$ cat src/rtl/dvp_cfg_pkg.sv
// Shared definitions for the DVP configuration master: AXI response codes,
// FSM state encoding and the DVP config block register map.
package dvp_cfg_pkg;

  localparam int unsigned RESP_W = 2;

  localparam logic [RESP_W-1:0] RESP_OKAY   = 2'b00;
  localparam logic [RESP_W-1:0] RESP_SLVERR = 2'b10;
  localparam logic [RESP_W-1:0] RESP_DECERR = 2'b11;

  localparam logic [31:0] DVP_STATUS_ADDR   = 32'h4000_0000;
  localparam logic [31:0] SCALER_CONF_ADDR  = 32'h4000_0004;
  localparam logic [31:0] PXL_MEM_BASE_ADDR = 32'h4000_0008;

  typedef enum logic [2:0] {
    ST_IDLE    = 3'd0,
    ST_WR_REQ  = 3'd1,
    ST_WR_RESP = 3'd2,
    ST_RD_REQ  = 3'd3,
    ST_RD_DATA = 3'd4,
    ST_RSP     = 3'd5
  } state_t;

  // States in which the master is waiting on the AXI slave
  function automatic logic is_wait_state(input state_t s);
    return (s == ST_WR_REQ) || (s == ST_WR_RESP) ||
           (s == ST_RD_REQ) || (s == ST_RD_DATA);
  endfunction

endpackage

$ cat src/rtl/dvp_config_master.sv
// Single-beat AXI4 master for configuration register writes and reads.
// One command at a time from the cmd port, one response on the rsp port.
// Optional: define DVP_CONFIG_MASTER_TIMEOUT_EN to abort stalled slave
// transactions after TIMEOUT_CYC cycles with a SLVERR response.
module dvp_config_master
  import dvp_cfg_pkg::*;
#(
  parameter int unsigned          DATA_W       = 32,
  parameter int unsigned          ADDR_W       = 32,
  parameter int unsigned          MST_ID_W     = 5,
  parameter logic [MST_ID_W-1:0]  MST_ID       = '0,
  parameter int unsigned          TRANS_RESP_W = 2,
  parameter int unsigned          TIMEOUT_CYC  = 256
) (
  input  logic                    clk,
  input  logic                    rst_n,
  input  logic                    cmd_valid_i,
  output logic                    cmd_ready_o,
  input  logic                    cmd_wr_i,
  input  logic [ADDR_W-1:0]       cmd_addr_i,
  input  logic [DATA_W-1:0]       cmd_wdata_i,
  output logic                    rsp_valid_o,
  input  logic                    rsp_ready_i,
  output logic [DATA_W-1:0]       rsp_rdata_o,
  output logic [TRANS_RESP_W-1:0] rsp_resp_o,
  output logic [MST_ID_W-1:0]     m_awid_o,
  output logic [ADDR_W-1:0]       m_awaddr_o,
  output logic                    m_awvalid_o,
  input  logic                    m_awready_i,
  output logic [DATA_W-1:0]       m_wdata_o,
  output logic                    m_wvalid_o,
  input  logic                    m_wready_i,
  input  logic [TRANS_RESP_W-1:0] m_bresp_i,
  input  logic                    m_bvalid_i,
  output logic                    m_bready_o,
  output logic [MST_ID_W-1:0]     m_arid_o,
  output logic [ADDR_W-1:0]       m_araddr_o,
  output logic                    m_arvalid_o,
  input  logic                    m_arready_i,
  input  logic [MST_ID_W-1:0]     m_rid_i,
  input  logic [DATA_W-1:0]       m_rdata_i,
  input  logic [TRANS_RESP_W-1:0] m_rresp_i,
  input  logic                    m_rvalid_i,
  output logic                    m_rready_o
);

  // Elaboration-time sanity check on the timeout limit
  if (TIMEOUT_CYC == 0) begin : g_bad_timeout
    $error("dvp_config_master: TIMEOUT_CYC has to be nonzero");
  end

  state_t state_q, state_d;

  logic [ADDR_W-1:0]       addr_q, addr_d;
  logic [DATA_W-1:0]       wdata_q, wdata_d;
  logic                    aw_done_q, aw_done_d;
  logic                    w_done_q, w_done_d;
  logic                    cmd_ready_d;
  logic                    awvalid_d, wvalid_d, bready_d, arvalid_d, rready_d;
  logic                    rsp_valid_d;
  logic [DATA_W-1:0]       rsp_rdata_d;
  logic [TRANS_RESP_W-1:0] rsp_resp_d;

  logic accept_c, aw_hs_c, w_hs_c, b_hs_c, ar_hs_c, r_hs_c, rsp_hs_c;
  logic timeout_c;

  assign accept_c = cmd_valid_i & cmd_ready_o;
  assign aw_hs_c  = m_awvalid_o & m_awready_i;
  assign w_hs_c   = m_wvalid_o & m_wready_i;
  assign b_hs_c   = m_bvalid_i & m_bready_o;
  assign ar_hs_c  = m_arvalid_o & m_arready_i;
  assign r_hs_c   = m_rvalid_i & m_rready_o;
  assign rsp_hs_c = rsp_valid_o & rsp_ready_i;

  assign m_awid_o   = MST_ID;
  assign m_arid_o   = MST_ID;
  assign m_awaddr_o = addr_q;
  assign m_araddr_o = addr_q;
  assign m_wdata_o  = wdata_q;

`ifdef DVP_CONFIG_MASTER_TIMEOUT_EN
  localparam int unsigned CNT_W = $clog2(TIMEOUT_CYC + 1);

  logic [CNT_W-1:0] to_cnt_q;

  // Cycles spent in the current slave-wait state; restarts on any state change
  always_ff @(posedge clk or negedge rst_n) begin
    if (!rst_n) begin
      to_cnt_q <= '0;
    end else if (!is_wait_state(state_q) || (state_d != state_q)) begin
      to_cnt_q <= '0;
    end else begin
      to_cnt_q <= to_cnt_q + CNT_W'(1);
    end
  end

  assign timeout_c = is_wait_state(state_q) &&
                     (to_cnt_q == CNT_W'(TIMEOUT_CYC - 1));
`else
  assign timeout_c = 1'b0;
`endif

  // State register
  always_ff @(posedge clk or negedge rst_n) begin
    if (!rst_n) begin
      state_q <= ST_IDLE;
    end else begin
      state_q <= state_d;
    end
  end

  // Next-state logic
  always_comb begin
    state_d = state_q;
    unique case (state_q)
      ST_IDLE: begin
        if (accept_c) state_d = cmd_wr_i ? ST_WR_REQ : ST_RD_REQ;
      end
      ST_WR_REQ: begin
        if (timeout_c) state_d = ST_RSP;
        else if ((aw_done_q | aw_hs_c) && (w_done_q | w_hs_c)) state_d = ST_WR_RESP;
      end
      ST_WR_RESP: begin
        if (timeout_c || b_hs_c) state_d = ST_RSP;
      end
      ST_RD_REQ: begin
        if (timeout_c) state_d = ST_RSP;
        else if (ar_hs_c) state_d = ST_RD_DATA;
      end
      ST_RD_DATA: begin
        if (timeout_c || r_hs_c) state_d = ST_RSP;
      end
      ST_RSP: begin
        if (rsp_hs_c) state_d = ST_IDLE;
      end
      default: state_d = ST_IDLE;
    endcase
  end

  // Next values of the registered outputs and datapath
  always_comb begin
    addr_d      = addr_q;
    wdata_d     = wdata_q;
    aw_done_d   = aw_done_q;
    w_done_d    = w_done_q;
    awvalid_d   = m_awvalid_o;
    wvalid_d    = m_wvalid_o;
    bready_d    = m_bready_o;
    arvalid_d   = m_arvalid_o;
    rready_d    = m_rready_o;
    rsp_valid_d = rsp_valid_o;
    rsp_rdata_d = rsp_rdata_o;
    rsp_resp_d  = rsp_resp_o;
    cmd_ready_d = (state_d == ST_IDLE);

    unique case (state_q)
      ST_IDLE: begin
        if (accept_c) begin
          addr_d  = cmd_addr_i;
          wdata_d = cmd_wdata_i;
          if (cmd_wr_i) begin
            awvalid_d = 1'b1;
            wvalid_d  = 1'b1;
            aw_done_d = 1'b0;
            w_done_d  = 1'b0;
          end else begin
            arvalid_d = 1'b1;
          end
        end
      end
      ST_WR_REQ: begin
        if (aw_hs_c) begin
          awvalid_d = 1'b0;
          aw_done_d = 1'b1;
        end
        if (w_hs_c) begin
          wvalid_d = 1'b0;
          w_done_d = 1'b1;
        end
        if (state_d == ST_WR_RESP) bready_d = 1'b1;
      end
      ST_WR_RESP: begin
        if (b_hs_c) begin
          bready_d    = 1'b0;
          rsp_valid_d = 1'b1;
          rsp_rdata_d = '0;
          rsp_resp_d  = m_bresp_i;
        end
      end
      ST_RD_REQ: begin
        if (ar_hs_c) begin
          arvalid_d = 1'b0;
          rready_d  = 1'b1;
        end
      end
      ST_RD_DATA: begin
        if (r_hs_c) begin
          rready_d    = 1'b0;
          rsp_valid_d = 1'b1;
          rsp_rdata_d = m_rdata_i;
          rsp_resp_d  = (m_rid_i != MST_ID) ? TRANS_RESP_W'(RESP_SLVERR) : m_rresp_i;
        end
      end
      ST_RSP: begin
        if (rsp_hs_c) rsp_valid_d = 1'b0;
      end
      default: begin
        rsp_valid_d = 1'b0;
      end
    endcase

    // Abort a stalled slave transaction
    if (timeout_c) begin
      awvalid_d   = 1'b0;
      wvalid_d    = 1'b0;
      bready_d    = 1'b0;
      arvalid_d   = 1'b0;
      rready_d    = 1'b0;
      rsp_valid_d = 1'b1;
      rsp_rdata_d = '0;
      rsp_resp_d  = TRANS_RESP_W'(RESP_SLVERR);
    end
  end

  // Output and datapath registers
  always_ff @(posedge clk or negedge rst_n) begin
    if (!rst_n) begin
      addr_q      <= '0;
      wdata_q     <= '0;
      aw_done_q   <= 1'b0;
      w_done_q    <= 1'b0;
      cmd_ready_o <= 1'b0;
      m_awvalid_o <= 1'b0;
      m_wvalid_o  <= 1'b0;
      m_bready_o  <= 1'b0;
      m_arvalid_o <= 1'b0;
      m_rready_o  <= 1'b0;
      rsp_valid_o <= 1'b0;
      rsp_rdata_o <= '0;
      rsp_resp_o  <= '0;
    end else begin
      addr_q      <= addr_d;
      wdata_q     <= wdata_d;
      aw_done_q   <= aw_done_d;
      w_done_q    <= w_done_d;
      cmd_ready_o <= cmd_ready_d;
      m_awvalid_o <= awvalid_d;
      m_wvalid_o  <= wvalid_d;
      m_bready_o  <= bready_d;
      m_arvalid_o <= arvalid_d;
      m_rready_o  <= rready_d;
      rsp_valid_o <= rsp_valid_d;
      rsp_rdata_o <= rsp_rdata_d;
      rsp_resp_o  <= rsp_resp_d;
    end
  end

endmodule

$ cat config.mk
export PLATFORM = sky130hd
export DESIGN_NAME = dvp_config_master
export DESIGN_NICKNAME = d
export VERILOG_FILES = /design/src/rtl/dvp_cfg_pkg.sv /design/src/rtl/dvp_config_master.sv
export SDC_FILE = /design/constraint.sdc
export NUM_CORES = 1
export LEC_CHECK = 0
export ABC_AREA = 1
export CAP_MARGIN = 15
export CORE_MARGIN = 2
export CORE_UTILIZATION = 30
export DETAILED_ROUTE_END_ITERATION = 10
export SLEW_MARGIN = 20
export SYNTH_ARGS = -nofsm -noshare
export SYNTH_HDL_FRONTEND = slang
export SYNTH_SLANG_ARGS = --single-unit
$ cat constraint.sdc
create_clock -name clk -period 1.81 [get_ports clk]
set_input_delay 0.4525 -clock clk [delete_from_list [all_inputs] [get_ports clk]]
set_output_delay 0.4525 -clock clk [all_outputs]
set_load 0.01 [all_outputs]
# Word-level counts from Yosys, hierarchy flattened
# Index checks and enable logic that the tools add are counted.
[word_totals]
regBits = 110
out_inout_bits = 147
in_bits = 115
elab_cells = 99
[op_classes]
bitwise = 10
muxes = 41
n_eq_ne = 16
reduce_logical = 18
[op_table]
columns = ["op", "n"]
rows = [
  ["$mux W32", 2],
  ["$pmux W32 S2", 1],
  ["$ne A2 B2 Y1 const B", 10],
  ["$mux W1", 18],
  ["$mux W3", 6],
  ["$pmux W3 S6", 1],
  ["$reduce_and A4 Y1", 4],
  ["$pmux W1 S2", 7],
  ["$reduce_bool A2 Y1", 5],
  ["$eq A3 B2 Y1 const B", 3],
  ["$reduce_and A3 Y1", 3],
  ["$mux W2", 4],
  ["$and A1 B1 Y1", 7],
  ["$eq A3 B3 Y1 const B", 2],
  ["$logic_not A3 Y1", 2],
  ["$reduce_bool A5 Y1", 1],
  ["$pmux W1 S4", 1],
  ["$pmux W2 S2", 1],
  ["$eq A3 B1 Y1 const B", 1],
  ["$reduce_or A3 Y1", 1],
  ["$or A1 B1 Y1", 2],
  ["$reduce_and A2 Y1", 1],
  ["$logic_and A1 B1 Y1", 1],
  ["$not A1 Y1", 1],
]

# Logic depth before layout (Yosys ltp)
# Gate-level depths: netlist of the first run.
[logic_depth]
ltp_word = 8
mapped_depth = 8
ltp_nobuf = 8

# Least setup slack after synthesis of the first run
# Ideal clock, no wire load.
[synth_timing]
path_kind = "register to register"
from = "reg state_q[0]"
to = "reg rsp_valid_o"
t_arrival_ns = 1.180
setup_slack_ns = 0.507
t_required_ns = 1.687
path_stages_with_launch = 8
path_cell_list = "dfrtp_1 nor2_4 nand2_4 inv_1 nand2_2 nand3_4 buf_6 nand2_1"
[synth_between]
elab_chain_len = 4
word_cells_on_any_way = 13
cone_classes = "eq/ne: 8; mux: 1; bitwise: 1; reduce/logical: 3"
[synth_rtl]
columns = ["item", "line_no", "rtl"]
rows = [
  ["from (decl)", "dvp_config_master.sv:52", "state_t state_q, state_d;"],
  ["from (signal assigned)", "dvp_config_master.sv:108", "state_q <= state_d;"],
  ["$eq A3 B2 Y1, or another cell as far along", "dvp_config_master.sv:156", "unique case (state_q)"],
  ["$reduce_or A3 Y1 (no line)", "-", ""],
  ["$not A1 Y1 (no line)", "-", ""],
  ["$reduce_and A4 Y1 (no line)", "-", ""],
  ["to (signal assigned)", "dvp_config_master.sv:252", "rsp_valid_o <= rsp_valid_d;"],
  ["to (decl)", "dvp_config_master.sv:22", "output logic rsp_valid_o,"],
]
# Several ways; a longest one is shown, not always the timed one.
# A chain may end at the register's enable or synchronous reset.

# Worst setup path after layout of the first run
[layout_timing]
from = "reg m_awvalid_o"
to = "out m_awvalid_o"
[layout_lines]
columns = ["item", "line_no", "rtl"]
rows = [
  ["from (decl)", "dvp_config_master.sv:28", "output logic m_awvalid_o,"],
  ["from (signal assigned)", "dvp_config_master.sv:247", "m_awvalid_o <= awvalid_d;"],
]
# No word-level cell between the ends.

==> results of run 1 <==
-- layer usage --
layer	track usage	wire (um)	vias up
li1	-	-	2071
met1	0.199	5570	1941
met2	0.256	6190	207
met3	0.0578	1340	19
met4	0.0651	308	0
met5	0	0	-
-- cell usage in the layout (no fill, tap or decap) --
cell type and count:
a21oi_1 4, buf_12 7, buf_4 6, clkbuf_16 9, clkbuf_8 1, clkdlybuf4s50_1 245
clkinv_4 2, clkinvlp_4 4, conb_1 10, dfrtp_1 110, dlymetal6s2s_1 5, inv_1 12
inv_2 2, nand2_1 330, nand2_2 7, nand2_4 2, nand3_1 10, nand3_4 1
nand4_1 2, nor2_1 8, nor2_4 3, o211ai_1 1, o21ai_0 3
-- how the worst min path moves through the flow --
stage / end / slack [ps] / depth (start not counted)
CTS: rsp_rdata_o[29]$_DFFE_PN0P_ / 210 / 2
floorplan: aw_done_q$_DFFE_PN0P_ / 160 / 0
detailed placement: m_wdata_o[29]$_DFFE_PN0P_ / 460 / 2
finish: rsp_rdata_o[24]$_DFFE_PN0P_ / 180 / 2
global placement: w_done_q$_DFFE_PN0P_ / 450 / 2
global route: rsp_rdata_o[18]$_DFFE_PN0P_ / 230 / 2
-- stage by stage --
stage | total power (uW) | worst slack [ps]
2_1_floorplan | 2530 | 507
3_3_place_gp | 2820 | 108
3_5_place_dp | 2830 | 73.1
4_1_cts | 4750 | 5.12
5_1_grt | 4880 | 2.94
6_report | 4670 | 48.3
-- registers in the layout (all words and copies together) (netlist names) --
signal / flops
rsp_rdata_o: 32
m_arvalid_o: 1
aw_done_q: 1
rsp_valid_o: 1
m_awvalid_o: 1
m_wdata_o: 32
cmd_ready_o: 1
m_wvalid_o: 1
w_done_q: 1
m_araddr_o: 32
state_q: 3
m_rready_o: 1
rsp_resp_o: 2
m_bready_o: 1
-- report_power, final --
part           leakage (uW)  total [uW]  internal [uW]  switching [uW]
Clock              0.000127        1900            976             921
Sequential          0.00153        2460           2460               0
Combinational       0.00220         317            218            98.6
Total               0.00386        4670           3650            1020
-- what timing repair did --
| action | 4_1_cts | 5_1_grt |
|---|---|---|
| setup buffers | 0 | 2 |
| setup endpoints to repair | 0 | 7 |
| gates resized for setup | 0 | 5 |
-- final cells by class --
| class | instances | area share |
|---|---|---|
| Sequential cell | 110 | 0.363 |
| Timing Repair Buffer | 263 | 0.356 |
| Multi-Input combinational cell | 381 | 0.202 |
| Tap cell | 211 | 0.0348 |
| Clock buffer | 10 | 0.0315 |
| Inverter | 14 | 0.00693 |
| Clock inverter | 6 | 0.00627 |
-- cells by family (layout without fill, tap and decap cells) --
group | count (synthesis) | count (layout) | synth area share
buffers and inverters | 75 | 293 | 0.105
other | 1 | 10 | 0.000790
DFF | 110 | 110 | 0.580
and+or+nand+nor | 363 | 363 | 0.305
AOI/OAI and AO/OA | 8 | 8 | 0.00896
==> results.py, run 1 <==
metrics = {
    "placement": {
        "dp_hpwl_mm": 10.0,
        "placed_cells": 977,
        "dpl_cell_area_mm2": 0.00727,
        "portBuffers": 251,
        "gp_congestion": 0.838,
    },
    "floorplan": {
        "coreArea_mm2": 0.0153,
        "fp.dieW_um": 130,
        "num_rows": 45,
        "die-area_mm2": 0.0168,
        "die_y_um": 130,
        "start_util": 0.310,
        "ios": 262,
    },
    "synth": {
        "synth_ff_type": "dfrtp_1",
        "synthTopCellsByCount": "nand2_1, dfrtp_1, buf_4, inv_1, buf_2",
        "synth.avg_cell_area_um2": 8.52,
        "yosys_warnings": 0,
        "synth_edf_count": 0,
        "post-synth-top-area-cell": "dfrtp_1",
        "syn-cell-area_mm2": 0.00475,
        "yosysSeqAreaShare": 0.580,
        "ys_async_sr_fraction": 1.00,
        "synthCells": 557,
        "synthDistinctLibCells": 18,
        "synth_top_area_frac": 0.580,
        "ys_top_cells_by_area": "dfrtp_1, nand2_1, buf_4",
        "ys_seq_elements": 110,
        "synth_most_common_cell": "nand2_1",
    },
    "sta": {
        "final_hold_viol_count": 0,
        "fin_crit_ps": 1760,
        "rsz0062_at_grt": "false",
        "finalMaxSlewViolations": 0,
        "fin_setup_tns_ps": 0,
        "max_slew_margin": 0.608,
        "finClkSkew_ps": 6.21,
        "fmax_ghz": 0.568,
        "hold_slack_ps": 179,
        "max_slew.worst_pin.slew_ps": 588,
        "post-route-period-util": 0.973,
        "setup_viol": 0,
    },
    "global_routing": {
        "grt_overflow": 0,
        "antenna_found_initial": 0,
        "grt_max_degree": 111,
        "grt_pass1_wl_mm": 21.3,
        "grt_pass1_vias": 4219,
        "grt_use_total": 0.160,
    },
    "setup_path": {
        "critical_path_buf_inv_count": 1,
        "startpoint": "m_awvalid_o$_DFFE_PN0P_",
        "path_cells": "clkdlybuf4s50_1",
        "crit_fanout": 4,
        "r2r_start": "state_q[0]$_DFF_PN0_",
        "slowest_stage": "clkdlybuf4s50_1",
        "crit_type": "reg2out",
        "crit_path_end_kind": "primary output",
        "cp.required_ps": 1360,
        "critPathTopFamily": "buffers and inverters",
        "cp.arrival_ps": 1310,
        "critPathCapture": "m_awvalid_o",
        "ff2ff_setup_slack_ps": 340,
        "timing.rr.end": "rsp_resp_o[0]$_DFFE_PN0P_",
        "startpoint_type": "flip-flop",
        "worstRegToRegCells": 8,
        "cp.depth": 1,
        "slowest_delay_ps": 560,
    },
    "clock_tree": {
        "clk_pin_slew_ps": 70,
        "cts.sinks": 110,
        "root_buffer": "clkbuf_16",
        "hold_buffers": 0,
        "clock_latency_ps": 350,
        "htree_levels": 3,
        "cts_tree": "built",
        "cts_buffer_depth": 2,
        "cts-buffers-inserted": 9,
    },
    "detailed_routing": {
        "detail-route-antenna-nets": 0,
        "wl_mm": 13.4,
        "via_per_inst": 4.26,
        "drt_first_pass_iters": 6,
        "routed-via-count": 4238,
        "drc": 0,
        "wl_per_cell_um": 13.5,
        "drtIter0Drc": 152,
    },
    "power": {
        "peakVddDrop_uv": 365,
        "power-per-cell-area_mw_per_mm2": 616,
        "leakagePower_uw": 0.00386,
    },
    "hold_path": {
        "hold_class": "in2async",
    },
    "cells_and_area": {
        "drive_gt1_frac": 0.0561,
        "finalNonFillerCells": 995,
        "seq_area_mm2": 0.00275,
        "antenna_cells": 0,
        "fillers": 1454,
        "syn_to_final_growth_pct": 59.8,
        "multiInputGateArea_mm2": 0.00153,
        "design_area_mm2": 0.00758,
        "nets": 894,
        "utilization": 0.495,
    },
    "job": {
        "cap_violations": 0,
    },
    "outcome": {
        "outcome": "finished, final reports clean",
    },
}
Note: power is estimated with default switching activity, not from simulation.
==> run 2, diff against run 1 <==
--- a/config.mk
+++ b/config.mk
@@ -9,7 +9,10 @@
 export CAP_MARGIN = 15
 export CORE_MARGIN = 2
 export CORE_UTILIZATION = 30
+export CTS_BUF_LIST = sky130_fd_sc_hd__clkbuf_4
 export DETAILED_ROUTE_END_ITERATION = 10
+export PLACE_DENSITY = 0.67
+export RECOVER_POWER = 50
 export SLEW_MARGIN = 20
 export SYNTH_ARGS = -nofsm -noshare
 export SYNTH_HDL_FRONTEND = slang
==> constraint.sdc (replaced) <==
create_clock -name clk -period 1.6 [get_ports clk]
set_input_delay 0.4 -clock clk [delete_from_list [all_inputs] [get_ports clk]]
set_output_delay 0.4 -clock clk [all_outputs]
set_load 0.01 [all_outputs]
==> run 2 against run 1 <==
- final cell count rose by 5.9%
- final area grew 1.6%
- routed wire length increased by 3.7%
- clock power is 26% lower
- combinational power grew 14%
- sequential share of layout area fell by 0.53 points
- setup slack improved by 7.1 ps
- utilization is 0.78 points higher
- sequential cell count stayed put
- first-iteration DRC count grew 7.2%
- sequential power grew 13%
- power is 2.6% lower
==> results.py, run 2 (synthesis results as in run 1) <==
metrics = {
    "outcome": {
        "outcome": "finished, final reports clean",
    },
    "detailed_routing": {
        "wl_per_cell_um": 13.2,
        "detail-route-antenna-nets": 0,
        "wl_mm": 13.9,
        "drc": 0,
        "routed-via-count": 4438,
        "drtIter0Drc": 163,
        "drt_first_pass_iters": 4,
        "via_per_inst": 4.21,
    },
    "clock_tree": {
        "cts-buffers-inserted": 9,
        "cts.sinks": 110,
        "clk_pin_slew_ps": 170,
        "root_buffer": "clkbuf_4",
        "clock_latency_ps": 470,
        "cts_tree": "built",
        "cts_buffer_depth": 2,
        "htree_levels": 3,
    },
    "sta": {
        "final_hold_viol_count": 0,
        "post-route-period-util": 0.965,
        "rsz0062_at_grt": "true",
        "fin_ws_ps": 55.3,
        "max_slew_margin": 0.491,
        "setup_viol": 0,
        "finClkSkew_ps": 17.9,
        "fin_setup_tns_ps": 0,
        "fin_crit_ps": 1540,
        "finalMaxSlewViolations": 0,
        "max_slew.worst_pin.slew_ps": 763,
        "fmax_ghz": 0.647,
    },
    "placement": {
        "placed_cells": 986,
        "portBuffers": 251,
        "gp_congestion": 0.795,
        "dp_hpwl_mm": 10.0,
        "pre_cts_slack_ps": -113,
    },
    "setup_path": {
        "critPathTopFamily": "flip-flops",
        "crit_fanout": 2,
        "crit_path_end_kind": "primary output",
        "critical_path_buf_inv_count": 2,
        "path_cells": "buf_4 -> buf_6",
        "startpoint_type": "flip-flop",
        "startpoint": "m_araddr_o[17]$_DFFE_PN0P_",
        "crit_type": "reg2out",
        "slowest_delay_ps": 420,
        "slowest_stage": "dfrtp_1",
        "cp.arrival_ps": 1140,
        "cp.required_ps": 1200,
        "r2r_start": "state_q[0]$_DFF_PN0_",
    },
    "floorplan": {
        "start_util": 0.310,
        "die-area_mm2": 0.0168,
        "coreArea_mm2": 0.0153,
        "die_y_um": 130,
        "ios": 262,
        "fp.dieW_um": 130,
        "num_rows": 45,
    },
    "cells_and_area": {
        "nets": 953,
        "antenna_cells": 0,
        "syn_to_final_growth_pct": 62.3,
        "mostFrequentLayoutCells": "nand2_1, clkdlybuf4s50_1, dfrtp_1",
        "finalNonFillerCells": 1054,
        "layout_commonest_cell": "nand2_1",
        "drive_gt1_frac": 0.179,
    },
    "power": {
        "leakagePower_uw": 0.00415,
        "p_total_uw": 4550,
        "peakVddDrop_uv": 357,
        "power-per-cell-area_mw_per_mm2": 590,
    },
    "global_routing": {
        "antenna_found_initial": 0,
        "grt_pass1_vias": 4172,
        "grt_use_total": 0.163,
        "grt_max_degree": 57,
        "grt_pass1_wl_mm": 21.4,
        "grt_overflow": 0,
    },
    "job": {
        "cap_violations": 0,
    },
    "hold_path": {
        "hold_class": "in2reg",
        "hold_path.startpoint": "m_rdata_i[3]",
    },
}
[run 2: routing by layer]
layer / GRT usage / vias to the layer above / wire length (um)
met5: 0 / - / 0
met2: 0.253 / 194 / 6450
met1: 0.213 / 2042 / 5880
met3: 0.0472 / 17 / 1270
li1: - / 2185 / -
met4: 0.0708 / 0 / 307
[run 2: what timing repair did]
item                       4_1_cts  5_1_grt
setup buffers                   47        8
pin swaps                        0        1
hold endpoints to repair        24        0
setup endpoints to repair      137       99
cloned                           0        0
hold buffers                     1        0
resized for setup              346       85
[run 2: final cells by class]
cell class | instances | area [um^2]
Tap cell | 211 | 264
Timing Repair Buffer | 322 | 2970
Fill cell | 1499 | 7610
Multi-Input combinational cell | 381 | 1530
Inverter | 14 | 52.6
Clock inverter | 5 | 50.0
Clock buffer | 11 | 82.6
Sequential cell | 110 | 2760
[run 2: worst paths after layout]
path	endpoint	slack [ps]	depth (start not counted)
min reg2reg	m_wdata_o[18]$_DFFE_PN0P_	490	2
min in group asynchronous	rsp_rdata_o[5]$_DFFE_PN0P_	500	2
max in group asynchronous	m_araddr_o[12]$_DFFE_PN0P_	170	3
min	rsp_rdata_o[3]$_DFFE_PN0P_	440	3
max	m_araddr_o[17]	60	2
max reg2reg	cmd_ready_o$_DFF_PN0_	100	8
[run 2: where the power goes]
| group | switching (uW) | leakage [uW] | total (uW) | internal [uW] |
|---|---|---|---|---|
| registers | 0 | 0.00153 | 2780 | 2780 |
| logic | 112 | 0.00255 | 362 | 250 |
| clock network | 904 | 0.0000719 | 1400 | 501 |
| total | 1020 | 0.00415 | 4550 | 3530 |
[run 2: worst reg2reg max path, cell delays in order (launching register included)]
cell and delay [ps]:
dfrtp_2 470, nor2_4 150, buf_4 140, nand2_4 60
nor2_4 130, clkbuf_2 210, nand2_2 80, nand4_1 100
nor2_1 70
[run 2: per-stage QoR]
| step | utilization | cell area [um^2] | hold WS (ps) |
|---|---|---|---|
| 6_report | 0.503 | 7700 | 438 |
| 5_1_grt | 0.503 | 7700 | 405 |
| 4_1_cts | 0.506 | 7740 | 340 |
| 3_5_place_dp | 0.479 | 7340 | 367 |
| 3_3_place_gp | 0.479 | 7340 | 360 |
| 2_1_floorplan | - | 4780 | 104 |
==> run 3, diff against run 2 <==
--- a/config.mk
+++ b/config.mk
@@ -7,13 +7,15 @@
 export LEC_CHECK = 0
 export ABC_AREA = 1
 export CAP_MARGIN = 15
-export CORE_MARGIN = 2
-export CORE_UTILIZATION = 30
+export CELL_PAD_IN_SITES_DETAIL_PLACEMENT = 2
+export CELL_PAD_IN_SITES_GLOBAL_PLACEMENT = 2
+export CORE_MARGIN = 5
+export CORE_UTILIZATION = 19
 export CTS_BUF_LIST = sky130_fd_sc_hd__clkbuf_4
 export DETAILED_ROUTE_END_ITERATION = 10
-export PLACE_DENSITY = 0.67
+export PLACE_DENSITY_LB_ADDON = 0.1
 export RECOVER_POWER = 50
-export SLEW_MARGIN = 20
+export SLEW_MARGIN = 0
 export SYNTH_ARGS = -nofsm -noshare
 export SYNTH_HDL_FRONTEND = slang
 export SYNTH_SLANG_ARGS = --single-unit
==> run 3 against run 2 <==
- clock skew rose by 19 ps
- non-clock buffer count up 26
- final cell count up 13%
- final area up 1.6%
- clock power grew 8%
- largest cell class unchanged
- critical endpoint is now m_awaddr_o[2]
- via count up 7.8%
- sequential power about the same
- global-route usage down 2.4 points
- combinational power rose by 5.5%
- die area rose by 68%
- sequential cell count did not move
==> results.py, run 3 (synthesis results as in run 1) <==
metrics = {
    "power": {
        "power-per-cell-area_mw_per_mm2": 598,
        "peakVddDrop_uv": 363,
        "leakagePower_uw": 0.00434,
    },
    "detailed_routing": {
        "routed-via-count": 4784,
        "detail-route-antenna-nets": 0,
        "drc": 0,
        "drt_first_pass_iters": 4,
        "wl_mm": 20.1,
        "via_per_inst": 4.00,
        "wl_per_cell_um": 16.8,
        "drtIter0Drc": 149,
    },
    "setup_path": {
        "cp.required_ps": 1200,
        "worst_path_most_repeated_cell": "buf_6",
        "slowest_delay_ps": 450,
        "crit_type": "reg2out",
        "r2r_start": "state_q[0]$_DFF_PN0_",
        "crit_fanout": 2,
        "startpoint_type": "flip-flop",
        "crit_path_end_kind": "primary output",
        "cp.arrival_ps": 1170,
        "startpoint": "m_araddr_o[2]$_DFFE_PN0P_",
        "path_cells": "buf_6 -> buf_6",
        "slowest_stage": "dfrtp_1",
    },
    "global_routing": {
        "grt_overflow": 0,
        "grt_use_total": 0.138,
        "antenna_found_initial": 3,
        "grt_pass1_vias": 5544,
        "grt_max_degree": 33,
        "grt_pass1_wl_mm": 31.0,
    },
    "floorplan": {
        "fp.dieW_um": 168,
        "num_rows": 57,
        "start_util": 0.194,
        "coreArea_mm2": 0.0245,
        "ios": 262,
        "die-area_mm2": 0.0282,
        "die_y_um": 168,
    },
    "sta": {
        "max_slew_margin": 0.427,
        "max_slew.worst_pin.slew_ps": 859,
        "rsz0062_at_grt": "true",
        "hold_slack_ps": 418,
        "post-route-period-util": 0.982,
        "fmax_ghz": 0.636,
        "setup_viol": 0,
        "finalMaxSlewViolations": 0,
        "fin_crit_ps": 1570,
        "finClkSkew_ps": 36.6,
        "final_hold_viol_count": 0,
        "fin_setup_tns_ps": 0,
    },
    "cells_and_area": {
        "syn_to_final_growth_pct": 65.0,
        "mostFrequentLayoutCells": "nand2_1, clkdlybuf4s50_1, dfrtp_1",
        "nets": 979,
        "drive_gt1_frac": 0.266,
        "utilization": 0.320,
        "layout_commonest_cell": "nand2_1",
    },
    "clock_tree": {
        "clk_pin_slew_ps": 200,
        "htree_levels": 3,
        "cts.sinks": 110,
        "cts-buffers-inserted": 9,
        "cts_buffer_depth": 2,
        "root_buffer": "clkbuf_4",
        "clock_latency_ps": 490,
        "cts_tree": "built",
    },
    "placement": {
        "dp_hpwl_mm": 14.9,
        "portBuffers": 251,
        "gp_congestion": 0.757,
    },
    "hold_path": {
        "hold_path.startpoint": "m_rdata_i[9]",
        "hold_class": "in2reg",
    },
    "job": {
        "cap_violations": 0,
    },
    "outcome": {
        "outcome": "finished, final reports clean",
    },
}
## run 3: changes by cell type in the layout (fill, tap and decap cells not counted), moves of 2 or more
| cell | change |
|---|---|
| clkdlybuf4s15_1 | -63 |
| buf_2 | +60 |
| buf_4 | +17 |
| clkbuf_2 | -14 |
| buf_6 | +9 |
| clkbuf_1 | +8 |
| clkdlybuf4s15_2 | +5 |
| buf_12 | +2 |
| dfrtp_1 | +2 |
| dfrtp_2 | -2 |
| diode_2 | +2 |
| inv_6 | +2 |
## run 3: stage by stage
step           total power [uW]  cell area [um^2]  instances  setup slack, ps
2_1_floorplan              2870              4780        566              297
3_3_place_gp               3220              7540       1105             -143
3_5_place_dp               3220              7540       1105             -212
4_1_cts                    4810              7980       1186            -93.9
5_1_grt                    4920              7830       1195            -67.5
6_report                   4680              7830       1195             28.2
## run 3: worst paths after layout
kind / to / slack (ps) / cells past startpoint
setup / recovery: m_awaddr_o[2] / 30 / 2
hold / removal: rsp_rdata_o[9]$_DFFE_PN0P_ / 420 / 3
setup reg to reg: m_araddr_o[11]$_DFFE_PN0P_ / 90 / 7
hold reg to reg: m_wdata_o[30]$_DFFE_PN0P_ / 500 / 2
max in group asynchronous: m_wdata_o[18]$_DFFE_PN0P_ / 170 / 3
min in group asynchronous: m_araddr_o[26]$_DFFE_PN0P_ / 530 / 2
## run 3: critical path: cells and delay by family (launching register included)
kind	cells	cell delay (ps)
buffers and inverters	2	240
DFF	1	450
## run 3: cell type report
class,instances,area [um^2]
Timing Repair Buffer,348,2940
Multi-Input combinational cell,381,1530
Inverter,14,52.6
Sequential cell,110,2750
Tap cell,324,405
Clock buffer,9,67.6
Fill cell,2769,16600
Antenna cell,2,5.00
Clock inverter,7,71.3
## run 3: metal layers
metal	global-route usage	wire length [um]	vias to the layer above
met5	0	27	-
met4	0.0378	236	4
met3	0.0577	1950	17
met2	0.235	9780	186
met1	0.161	8100	2330
li1	-	-	2247
## run 3: repair_timing
item / CTS / global route
pin swaps: 0 / 1
resized for setup: 514 / 71
hold buffers: 1 / 0
endpoints found under the hold margin: 19 / 0
cloned: 0 / 0
setup buffers: 64 / 14
setup endpoints to repair: 138 / 133
## run 3: where the power goes
group	total [uW]	switching (uW)	internal [uW]
combinational	382	126	257
clock	1510	1040	480
sequential	2780	0	2780
total	4680	1160	3520
